$ cat src/rtl/ahb_defines.sv
// rtl/ahb_defines.sv - shared AHB encodings, burst length helper and arbiter state type
package ahb_defines;

    localparam logic [1:0] AHB_TRANS_IDLE   = 2'b00;
    localparam logic [1:0] AHB_TRANS_BUSY   = 2'b01;
    localparam logic [1:0] AHB_TRANS_NONSEQ = 2'b10;
    localparam logic [1:0] AHB_TRANS_SEQ    = 2'b11;

    localparam logic [2:0] AHB_BURST_SINGLE = 3'b000;
    localparam logic [2:0] AHB_BURST_INCR   = 3'b001;
    localparam logic [2:0] AHB_BURST_WRAP4  = 3'b010;
    localparam logic [2:0] AHB_BURST_INCR4  = 3'b011;
    localparam logic [2:0] AHB_BURST_WRAP8  = 3'b100;
    localparam logic [2:0] AHB_BURST_INCR8  = 3'b101;
    localparam logic [2:0] AHB_BURST_WRAP16 = 3'b110;
    localparam logic [2:0] AHB_BURST_INCR16 = 3'b111;

    typedef enum logic [1:0] {
        ARB_IDLE  = 2'd0,
        ARB_OWN   = 2'd1,
        ARB_BURST = 2'd2,
        ARB_LOCK  = 2'd3
    } arb_state_e;

    // Beats remaining after the NONSEQ of a fixed-length burst; 0 for SINGLE/INCR.
    function automatic logic [3:0] burst_beats_m1(input logic [2:0] burst);
        case (burst)
            AHB_BURST_WRAP4,  AHB_BURST_INCR4:  burst_beats_m1 = 4'd3;
            AHB_BURST_WRAP8,  AHB_BURST_INCR8:  burst_beats_m1 = 4'd7;
            AHB_BURST_WRAP16, AHB_BURST_INCR16: burst_beats_m1 = 4'd15;
            default:                            burst_beats_m1 = 4'd0;
        endcase
    endfunction

endpackage

$ cat src/rtl/ahb_rr_picker.sv
// rtl/ahb_rr_picker.sv - combinational round-robin selector starting after ptr
module ahb_rr_picker #(
    parameter int N = 4,
    parameter int W = 2
) (
    input  logic [N-1:0] req,
    input  logic [W-1:0] ptr,
    output logic [W-1:0] idx,
    output logic         any_req
);

    logic [N-1:0] rotated;

    // rotated[i] is the request of master (ptr + 1 + i) mod N
    assign rotated = N'({req, req} >> (int'(ptr) + 1));

    always_comb begin
        idx     = '0;
        any_req = 1'b0;
        for (int i = N - 1; i >= 0; i--) begin
            if (rotated[i]) begin
                any_req = 1'b1;
                idx     = W'((int'(ptr) + 1 + i) % N);
            end
        end
    end

endmodule

$ cat src/rtl/ahb_arbiter.sv
// rtl/ahb_arbiter.sv - round-robin AHB arbiter honouring fixed bursts, locks and ERROR
module ahb_arbiter
    import ahb_defines::*;
#(
    parameter int MASTER_NUM     = 4,
    parameter int DEFAULT_MASTER = 0,
    parameter int MASTER_W       = 2
) (
    input  logic                  ahb_clk_in,
    input  logic                  ahb_rstn_in,
    input  logic [MASTER_NUM-1:0] ahb_busreq_in,
    input  logic [MASTER_NUM-1:0] ahb_lock_in,
    input  logic [1:0]            ahb_trans_in,
    input  logic [2:0]            ahb_burst_in,
    input  logic                  ahb_ready_in,
    input  logic                  ahb_resp_in,
    output logic [MASTER_NUM-1:0] ahb_grant_out,
    output logic [MASTER_W-1:0]   ahb_master_out,
    output logic [MASTER_W-1:0]   ahb_master_data_out,
    output logic                  ahb_mastlock_out
);

    localparam logic [MASTER_W-1:0]   DEF_IDX   = MASTER_W'(DEFAULT_MASTER);
    localparam logic [MASTER_NUM-1:0] DEF_GRANT = MASTER_NUM'(1) << DEFAULT_MASTER;

    arb_state_e          state, state_nx;
    logic [3:0]          cnt, cnt_nx;
    logic [MASTER_W-1:0] ptr, rr_idx, pick;
    logic                any_req, rearb_ok;
    logic                is_nonseq, is_seq, lock_hold, locked_now;
    logic [3:0]          beats_m1;

    ahb_rr_picker #(.N(MASTER_NUM), .W(MASTER_W)) u_picker (
        .req     (ahb_busreq_in),
        .ptr     (ptr),
        .idx     (rr_idx),
        .any_req (any_req)
    );

    assign pick       = any_req ? rr_idx : DEF_IDX;
    assign is_nonseq  = ahb_ready_in && (ahb_trans_in == AHB_TRANS_NONSEQ);
    assign is_seq     = ahb_ready_in && (ahb_trans_in == AHB_TRANS_SEQ);
    assign lock_hold  = ahb_lock_in[ahb_master_out];
    assign locked_now = (state == ARB_LOCK) && lock_hold;
    assign beats_m1   = burst_beats_m1(ahb_burst_in);

    always_comb begin
        state_nx = state;
        cnt_nx   = cnt;
        rearb_ok = 1'b0;
        case (state)
            ARB_IDLE, ARB_OWN: begin
                rearb_ok = 1'b1;
                if (ahb_ready_in)
                    state_nx = (ahb_trans_in == AHB_TRANS_IDLE) ? ARB_IDLE : ARB_OWN;
            end
            ARB_BURST: begin
                if (is_seq) begin
                    cnt_nx = (cnt == 4'd0) ? 4'd0 : cnt - 4'd1;
                    if (cnt <= 4'd1) begin
                        rearb_ok = 1'b1;
                        state_nx = ARB_OWN;
                    end
                end
            end
            ARB_LOCK: begin
                if (!lock_hold) begin
                    rearb_ok = 1'b1;
                    if (ahb_ready_in)
                        state_nx = (ahb_trans_in == AHB_TRANS_IDLE) ? ARB_IDLE : ARB_OWN;
                end
            end
            default: state_nx = ARB_IDLE;
        endcase

        // A NONSEQ opens a new sequence (also early-terminates a burst) unless a lock is active
        if (is_nonseq && !locked_now) begin
            if (lock_hold) begin
                state_nx = ARB_LOCK;
                rearb_ok = 1'b0;
            end else if (beats_m1 != 4'd0) begin
                state_nx = ARB_BURST;
                cnt_nx   = beats_m1;
                rearb_ok = 1'b0;
            end else begin
                state_nx = ARB_OWN;
                rearb_ok = 1'b1;
            end
        end

        if (ahb_ready_in && ahb_resp_in) begin
            cnt_nx = 4'd0;
            if (locked_now) begin
                state_nx = ARB_LOCK;
                rearb_ok = 1'b0;
            end else begin
                state_nx = ARB_IDLE;
                rearb_ok = 1'b1;
            end
        end
    end

    always_ff @(posedge ahb_clk_in or negedge ahb_rstn_in) begin
        if (!ahb_rstn_in) begin
            state               <= ARB_IDLE;
            cnt                 <= 4'd0;
            ptr                 <= DEF_IDX;
            ahb_grant_out       <= DEF_GRANT;
            ahb_master_out      <= DEF_IDX;
            ahb_master_data_out <= DEF_IDX;
            ahb_mastlock_out    <= 1'b0;
        end else begin
            state <= state_nx;
            cnt   <= cnt_nx;
            if (ahb_ready_in) begin
                ahb_master_data_out <= ahb_master_out;
                if (rearb_ok) begin
                    ahb_grant_out    <= MASTER_NUM'(1) << pick;
                    ahb_master_out   <= pick;
                    ptr              <= pick;
                    ahb_mastlock_out <= ahb_lock_in[pick];
                end
            end
        end
    end

endmodule

$ cat config.mk
export PLATFORM = sky130hd
export DESIGN_NAME = ahb_arbiter
export DESIGN_NICKNAME = d
export VERILOG_FILES = /design/src/rtl/ahb_defines.sv /design/src/rtl/ahb_rr_picker.sv /design/src/rtl/ahb_arbiter.sv
export SDC_FILE = /design/constraint.sdc
export NUM_CORES = 1
export LEC_CHECK = 0
export ABC_AREA = 1
export CAP_MARGIN = 20
export CORE_MARGIN = 2
export CORE_UTILIZATION = 40
export CTS_BUF_LIST = sky130_fd_sc_hd__clkbuf_4
export DETAILED_ROUTE_END_ITERATION = 10
export GPL_TIMING_DRIVEN = 0
export HOLD_SLACK_MARGIN = 0.02
export PLACE_DENSITY = 0.65
export SLEW_MARGIN = 0
export SYNTH_ARGS = -nofsm -noshare
export SYNTH_HDL_FRONTEND = slang
export SYNTH_SLANG_ARGS = --single-unit
export TNS_END_PERCENT = 30
$ cat constraint.sdc
create_clock -name ahb_clk_in -period 2.7 [get_ports ahb_clk_in]
set_clock_uncertainty 0.05 [all_clocks]
set_input_delay 0.405 -clock ahb_clk_in [delete_from_list [all_inputs] [get_ports ahb_clk_in]]
set_output_delay 0.405 -clock ahb_clk_in [all_outputs]
set_load 0.005 [all_outputs]
After elaboration in Yosys (flattened, before gate mapping)
Cells that the tools add are included.
{"block": "word_totals", "ff_bits": 15, "input_bits": 17, "out_inout_bits": 9, "word_cells": 87}
{"block": "op_classes", "add_sub_neg": 5, "magnitude_cmp": 3, "n_eq_ne": 14, "shift": 2, "n_mux": 41, "reduce_logical": 16}
{"cell": "two-way mux 2 bit", "count": 14}
{"cell": "two-way mux 4 bit", "count": 7}
{"cell": "two-way mux 1 bit", "count": 15}
{"cell": "equality test 3 bit, second input constant", "count": 4}
{"cell": "case mux 4 bit (3 select lines)", "count": 1}
{"cell": "equality test 2 bit, second input constant", "count": 4}
{"cell": "!= test 4 bit, second input constant", "count": 2}
{"cell": "OR reduction 2 bit", "count": 4}
{"cell": ">> shifter 8 x 3 -> 4 bit", "count": 1}
{"cell": "equality test 3 x 2 -> 1 bit, second input constant", "count": 2}
{"cell": "< comparator 2 x 3 -> 1 bit, second input constant", "count": 2}
{"cell": "case mux 2 bit (3 select lines)", "count": 1}
{"cell": "logical AND 1 bit", "count": 5}
{"cell": "adder 2 bit, second input constant", "count": 2}
{"cell": "binary-select mux 1 bit (select 2 bit)", "count": 2}
{"cell": "<= comparator 4 x 1 -> 1 bit, second input constant", "count": 1}
{"cell": "zero test 2 bit", "count": 2}
{"cell": "zero test 4 bit", "count": 1}
{"cell": "!= test 4 x 2 -> 1 bit, second input constant", "count": 1}
{"cell": "nonzero test 4 bit", "count": 1}
{"cell": "left shift 1 x 2 -> 4 bit, first input constant", "count": 1}
{"cell": "subtractor 4 x 1 -> 4 bit, second input constant", "count": 1}
{"cell": "adder 2 x 1 -> 3 bit, second input constant", "count": 1}
{"cell": "case mux 1 bit (3 select lines)", "count": 1}
{"cell": "other kinds (5)", "count": 5}

Depth between registers and ports, before layout
{"block": "depth", "word_depth": 9, "depth_mapped": 15}

Cells and area by module
Synthesis repeated with hierarchy kept, for this count alone.
{"block": "unflattened", "cells_unflattened": 172, "area_unflattened_um2": 1202.4}
{"module": "ahb_arbiter", "n_inst": 1, "cells_each": 129, "area_per_inst_um2": 979.7}
{"module": "ahb_rr_picker", "n_inst": 1, "cells_each": 43, "area_per_inst_um2": 222.7}

Least setup slack after synthesis
Ideal clock, no wire load.
{"block": "synth_path", "path_type": "register to register", "from": "register ptr[0]", "to": "register ahb_mastlock_out", "arrival_ns": 1.438, "slack_ns": 1.096, "stages_incl_launch_ff": 16, "period_less_slack_ns": 1.604, "cell_sequence": "dfrtp_1 buf_6 inv_8 nand2_4 nand3_2 nand2_2 nor2_4 nor2_1 nor2_2 nand2_2 nand2_1 nand2_1 nand2_1 nand2_1 nand2_1 nand2_1"}
{"block": "synth_via", "elab_chain_cells": 9, "word_cells_on_any_way": 28, "classes_between": "add/sub: 4; shift: 1; mux: 19; reduce/logical: 4"}
{"item": "start, declared", "line_no": "ahb_arbiter.sv:28", "text": "logic [MASTER_W-1:0] ptr, rr_idx, pick;"}
{"item": "start signal, assigned", "line_no": "ahb_arbiter.sv:120", "text": "ptr <= pick;"}
{"item": "adder 2 x 1 -> 3 bit", "line_no": "ahb_rr_picker.sv:23", "text": "idx = W'((int'(ptr) + 1 + i) % N);"}
{"item": "adder 2 x 1 -> 2 bit or >> shifter 8 x 3 -> 4 bit (tied branches)", "line_no": "ahb_rr_picker.sv:23, ahb_rr_picker.sv:15"}
{"item": "two-way mux 2 bit or two-way mux 1 bit (tied branches) (4 in a row)", "line_no": "ahb_rr_picker.sv:21", "text": "if (rotated[i]) begin"}
{"item": "two-way mux 2 bit", "line_no": "ahb_arbiter.sv:40", "text": "assign pick = any_req ? rr_idx : DEF_IDX;"}
{"item": "binary-select mux 1 bit (select 2 bit)", "line_no": "ahb_arbiter.sv:121", "text": "ahb_mastlock_out <= ahb_lock_in[pick];"}
{"item": "two-way mux 1 bit (not written as such)", "line_no": "ahb_arbiter.sv:121"}
{"item": "end signal, assigned", "line_no": "ahb_arbiter.sv:121"}
{"item": "end, declared", "line_no": "ahb_arbiter.sv:20", "text": "output logic ahb_mastlock_out"}
Several ways; a longest one is shown, not always the timed one. The select of a mux whose other input is x is not followed.
A chain may end at the register's enable or synchronous reset.

Worst setup path after layout
{"block": "layout_path", "from": "input port ahb_ready_in", "to": "register state[0]"}
{"block": "layout_via", "elab_chain_cells": 5, "word_cells_on_any_way": 13, "classes_between": "eq/ne: 3; mux: 5; reduce/logical: 5"}
{"item": "start, declared", "line_no": "ahb_arbiter.sv:15", "text": "input logic ahb_ready_in,"}
{"item": "two-way mux 2 bit (2 in a row)"}
{"item": "case mux 2 bit (3 select lines)"}
{"item": "two-way mux 2 bit", "line_no": "ahb_arbiter.sv:77", "text": "if (is_nonseq && !locked_now) begin"}
{"item": "two-way mux 2 bit", "line_no": "ahb_arbiter.sv:91", "text": "if (ahb_ready_in && ahb_resp_in) begin"}
{"item": "end signal, assigned", "line_no": "ahb_arbiter.sv:113", "text": "state <= state_nx;"}
{"item": "end, declared", "line_no": "ahb_arbiter.sv:26", "text": "arb_state_e state, state_nx;"}
Several ways; a longest one is shown, not always the timed one. The select of a mux whose other input is x is not followed.

==> results.sh <==
export IMPL_run_status="completed"
export IMPL_ys_seq_elements=15
export IMPL_io_buffer_count=24
export IMPL_timing_critical_path_from="ahb_ready_in"
export IMPL_detail_route_wirelength_mm=2.46
export IMPL_finalSetupViolations=0
export IMPL_synth_warning_count=0
export IMPL_num_cts_buffers=3
export IMPL_max_vdd_ir_drop_mv=0.460
export IMPL_total_power_mw=1.58
export IMPL_num_rows=19
export IMPL_routed_via_density=4.96
export IMPL_fmaxAchievable_mhz=537
export IMPL_rsz0062_at_grt="no"
export IMPL_die_ar_sq_um=3490
export IMPL_gpl_final_weighted_congestion=0.759
export IMPL_synthesis_nets=176
export IMPL_synth_top_area_frac=0.289
export IMPL_drt_pass1_iterations=4
export IMPL_synth_area_sq_um=1210
export IMPL_critical_path_startpoint_type="primary input"
export IMPL_antenna_found_initial=0
export IMPL_synth_area_top_cells="sky130_fd_sc_hd__dfrtp_1, sky130_fd_sc_hd__nand2_1, sky130_fd_sc_hd__nand2_2"
export IMPL_cp_slowest_stage_delay_ns=0.54
export IMPL_crit_top_cell="sky130_fd_sc_hd__nand2_1"
export IMPL_ff2ff_setup_slack_ns=0.91
export IMPL_min_path_cells=2
export IMPL_num_antenna_cells=0
export IMPL_cts_reportedPaths_clkPinSlew_ns=0.10
export IMPL_detailroute_via_count=1082
export IMPL_ios=26
export IMPL_timing_max_slew_rel_slack=0.548
export IMPL_setup_worst_path_end="state[0]"
export IMPL_instances_no_fill=218
export IMPL_synth_async_sr_flop_share=1.00
export IMPL_post_detail_place_hpwl_mm=2.03
export IMPL_syn2layout_area_growth_pct=25.3
export IMPL_cts_num_sinks=15
export IMPL_max_cap_viol_count=0
export IMPL_pins_over_their_slew_limit=0
export IMPL_worst_r2r_cell_count=12
export IMPL_cts_htree_levels=1
export IMPL_layout_area_seq_sq_um=377
export IMPL_die_height_um=59.1
export IMPL_cts_resized=0
export IMPL_tns_ns=0
export IMPL_path_cells="clkdlybuf4s50_1 > inv_1 > nor3b_2 > nand2_1 > inv_1 > o21ai_0 > o311ai_0 > nand2_1 > nand2_1 > o21ai_0"
export IMPL_synth_seq_area_share=0.311
export IMPL_most_used_standard_cell_by_instance_count_after_synthesis="sky130_fd_sc_hd__nand2_1"
export IMPL_finalCritPeriodShare=0.690
export IMPL_net_total_in_the_final_layout=205
export IMPL_final_routed_wire_length_divided_by_cell_count_um=11.3
export IMPL_fin_ws_ns=0.838
export IMPL_final_period_minus_worst_setup_slack_ns=1.86
export IMPL_worst_slew_pin_transition_ns=0.675
export IMPL_detailedRoute_firstIterationViolations=34
export IMPL_clk_path_buf_depth=2
export IMPL_cts_root_buf="sky130_fd_sc_hd__clkbuf_4"
export IMPL_initial_utilization=0.429
export IMPL_synthesis_instances=159
export IMPL_cpLargestDelayFamily="buffers and inverters"
export IMPL_critical_path_slowest_cell="sky130_fd_sc_hd__clkdlybuf4s50_1"
export IMPL_nature_of_the_critical_path_endpoint="flip-flop"
export IMPL_synth_cell_types=33
export IMPL_ctsHoldBuffers=0
export IMPL_synthesis_area_per_instance_sq_um=7.63
export IMPL_path_class="in2reg"
export IMPL_overflow=0
export IMPL_grt_pass1_vias=1074
export IMPL_regToRegStartpoint="ptr[0]"
export IMPL_die_w_um=59.1
export IMPL_core_area_sq_um=2830
export IMPL_route_antenna_remaining_nets=0
export IMPL_holdCritPathClass="reg2reg"
export IMPL_critical_path_buf_inv_count=3
export IMPL_fillCellCount=278
export IMPL_final_hold_viol_count=0
export IMPL_dominantRegCellSynth="sky130_fd_sc_hd__dfrtp_1"
export IMPL_power_density_nw_per_um2=1040
export IMPL_grt_first_pass_wirelength_mm=4.40
export IMPL_drcViolationCount=0
export IMPL_multi_input_comb_area_sq_um=704
export IMPL_largest_net_degree_at_the_start_of_global_routing=16
export IMPL_timing_rr_end="state[0]"
export IMPL_worstSetupPathDepth=10
export IMPL_endpoint_required_time_on_the_critical_path_ns=2.84
export IMPL_postCtsSetupBuffers=0
export IMPL_critical_path_arrival_ns=2.00
export IMPL_lkg_pwr_nw=0.732
export IMPL_placed_cells_incl_taps=214
export IMPL_pre_cts_slack_ns=0.528
export IMPL_worst_path_max_fanout=5
export IMPL_ys_top_cells_by_count="sky130_fd_sc_hd__nand2_1, sky130_fd_sc_hd__inv_1, sky130_fd_sc_hd__nand2_2, sky130_fd_sc_hd__dfrtp_1, sky130_fd_sc_hd__nor2_1"
export IMPL_clk_latency_ns=0.29
export IMPL_drive_above_1_share=0.278
export IMPL_grt_use_total=0.164
export IMPL_synth_top_area_cell="sky130_fd_sc_hd__dfrtp_1"
export IMPL_synth_edff_count=0
export IMPL_clock_tree_from_tritoncts="built"
==> placed cells by master (no fill, tap or decap) <==
cell                              instances
sky130_fd_sc_hd__nand2_1                 41
sky130_fd_sc_hd__clkdlybuf4s50_1         24
sky130_fd_sc_hd__inv_1                   18
sky130_fd_sc_hd__nand2_2                 15
sky130_fd_sc_hd__dfrtp_1                 14
sky130_fd_sc_hd__nor2_1                  12
sky130_fd_sc_hd__nand3_2                  8
sky130_fd_sc_hd__o21ai_0                  8
sky130_fd_sc_hd__nand3_1                  7
sky130_fd_sc_hd__o21ai_2                  7
sky130_fd_sc_hd__a21oi_1                  4
sky130_fd_sc_hd__nand2_4                  3
sky130_fd_sc_hd__clkbuf_4                 3
sky130_fd_sc_hd__buf_6                    1
sky130_fd_sc_hd__inv_8                    1
sky130_fd_sc_hd__buf_4                    1
sky130_fd_sc_hd__inv_2                    1
sky130_fd_sc_hd__nor3b_2                  1
sky130_fd_sc_hd__or2_2                    1
sky130_fd_sc_hd__nand4_1                  1
sky130_fd_sc_hd__a31oi_1                  1
sky130_fd_sc_hd__o2111ai_1                1
sky130_fd_sc_hd__o31ai_1                  1
sky130_fd_sc_hd__xnor2_1                  1
sky130_fd_sc_hd__a21boi_2                 1
sky130_fd_sc_hd__nor2_4                   1
sky130_fd_sc_hd__nor2_2                   1
sky130_fd_sc_hd__clkinv_1                 1
sky130_fd_sc_hd__nand4_4                  1
sky130_fd_sc_hd__inv_4                    1
sky130_fd_sc_hd__a21oi_2                  1
sky130_fd_sc_hd__nand3_4                  1
sky130_fd_sc_hd__buf_12                   1
sky130_fd_sc_hd__o311ai_0                 1
sky130_fd_sc_hd__dfstp_2                  1
sky130_fd_sc_hd__clkinv_2                 1
==> report_power, final <==
| part | internal, mW | switching, mW | total, mW |
|---|---|---|---|
| registers | 0.311 | 0.0549 | 0.366 |
| logic | 0.449 | 0.627 | 1.08 |
| clock network | 0.0552 | 0.0815 | 0.137 |
==> per-layer routing <==
metal  vias up  track usage  part of all wire
li1        567            -                 -
met1       491        0.198              0.47
met2        20        0.289              0.49
met3         4       0.0393             0.034
met4         0       0.0455             0.011
met5         -            0                 0
==> state kept, by name (all words and copies together) (netlist names) <==
register             flops
ahb_mastlock_out         1
ahb_grant_out            4
ahb_master_data_out      2
cnt                      4
ptr                      2
state                    2
==> layout make-up <==
class | count | share of cell area
inverters | 22 | 0.0610
clock inverters | 1 | 0.00329
well taps | 31 | 0.0255
multi-input cells | 119 | 0.464
clock buffers | 3 | 0.0148
repair buffers | 24 | 0.158
flip-flops and latches | 15 | 0.248
plain buffers | 3 | 0.0255
==> how the worst min path moves through the flow <==
stage / startpoint / to / slack (ns)
floorplan: ahb_rstn_in / ahb_grant_out[1] / 0.06
global placement: ahb_grant_out[1] / ahb_grant_out[1] / 0.42
detailed placement: ahb_mastlock_out / ahb_mastlock_out / 0.42
CTS: ahb_grant_out[0] / ahb_grant_out[0] / 0.44
global route: ahb_grant_out[0] / ahb_grant_out[0] / 0.47
finish: ahb_grant_out[0] / ahb_grant_out[0] / 0.44
==> worst register-to-register path, delay by kind of cell, from the launching register on <==
| family | cells | cell delay [ns] |
|---|---|---|
| simple gates | 6 | 0.50 |
| flops | 1 | 0.40 |
| compound gates | 3 | 0.47 |
| buf+inv | 3 | 0.31 |
==> metrics by stage <==
step	hold WS [ns]	utilization	area, sq um
global route	0.467	0.537	1520
CTS	0.442	0.537	1520
floorplan	0.0594	-	1210
finish	0.438	0.537	1520
global placement	0.419	0.527	1490
detailed placement	0.424	0.527	1490
==> logic make-up after synthesis <==
group | after synthesis | synth area share
and+or+nand+nor | 93 | 0.431
AOI/OAI and AO/OA | 25 | 0.142
buffers and inverters | 25 | 0.108
DFF | 15 | 0.311
xor gates and xnor gates | 1 | 0.00723
Note: power is estimated with default switching activity, not from simulation.
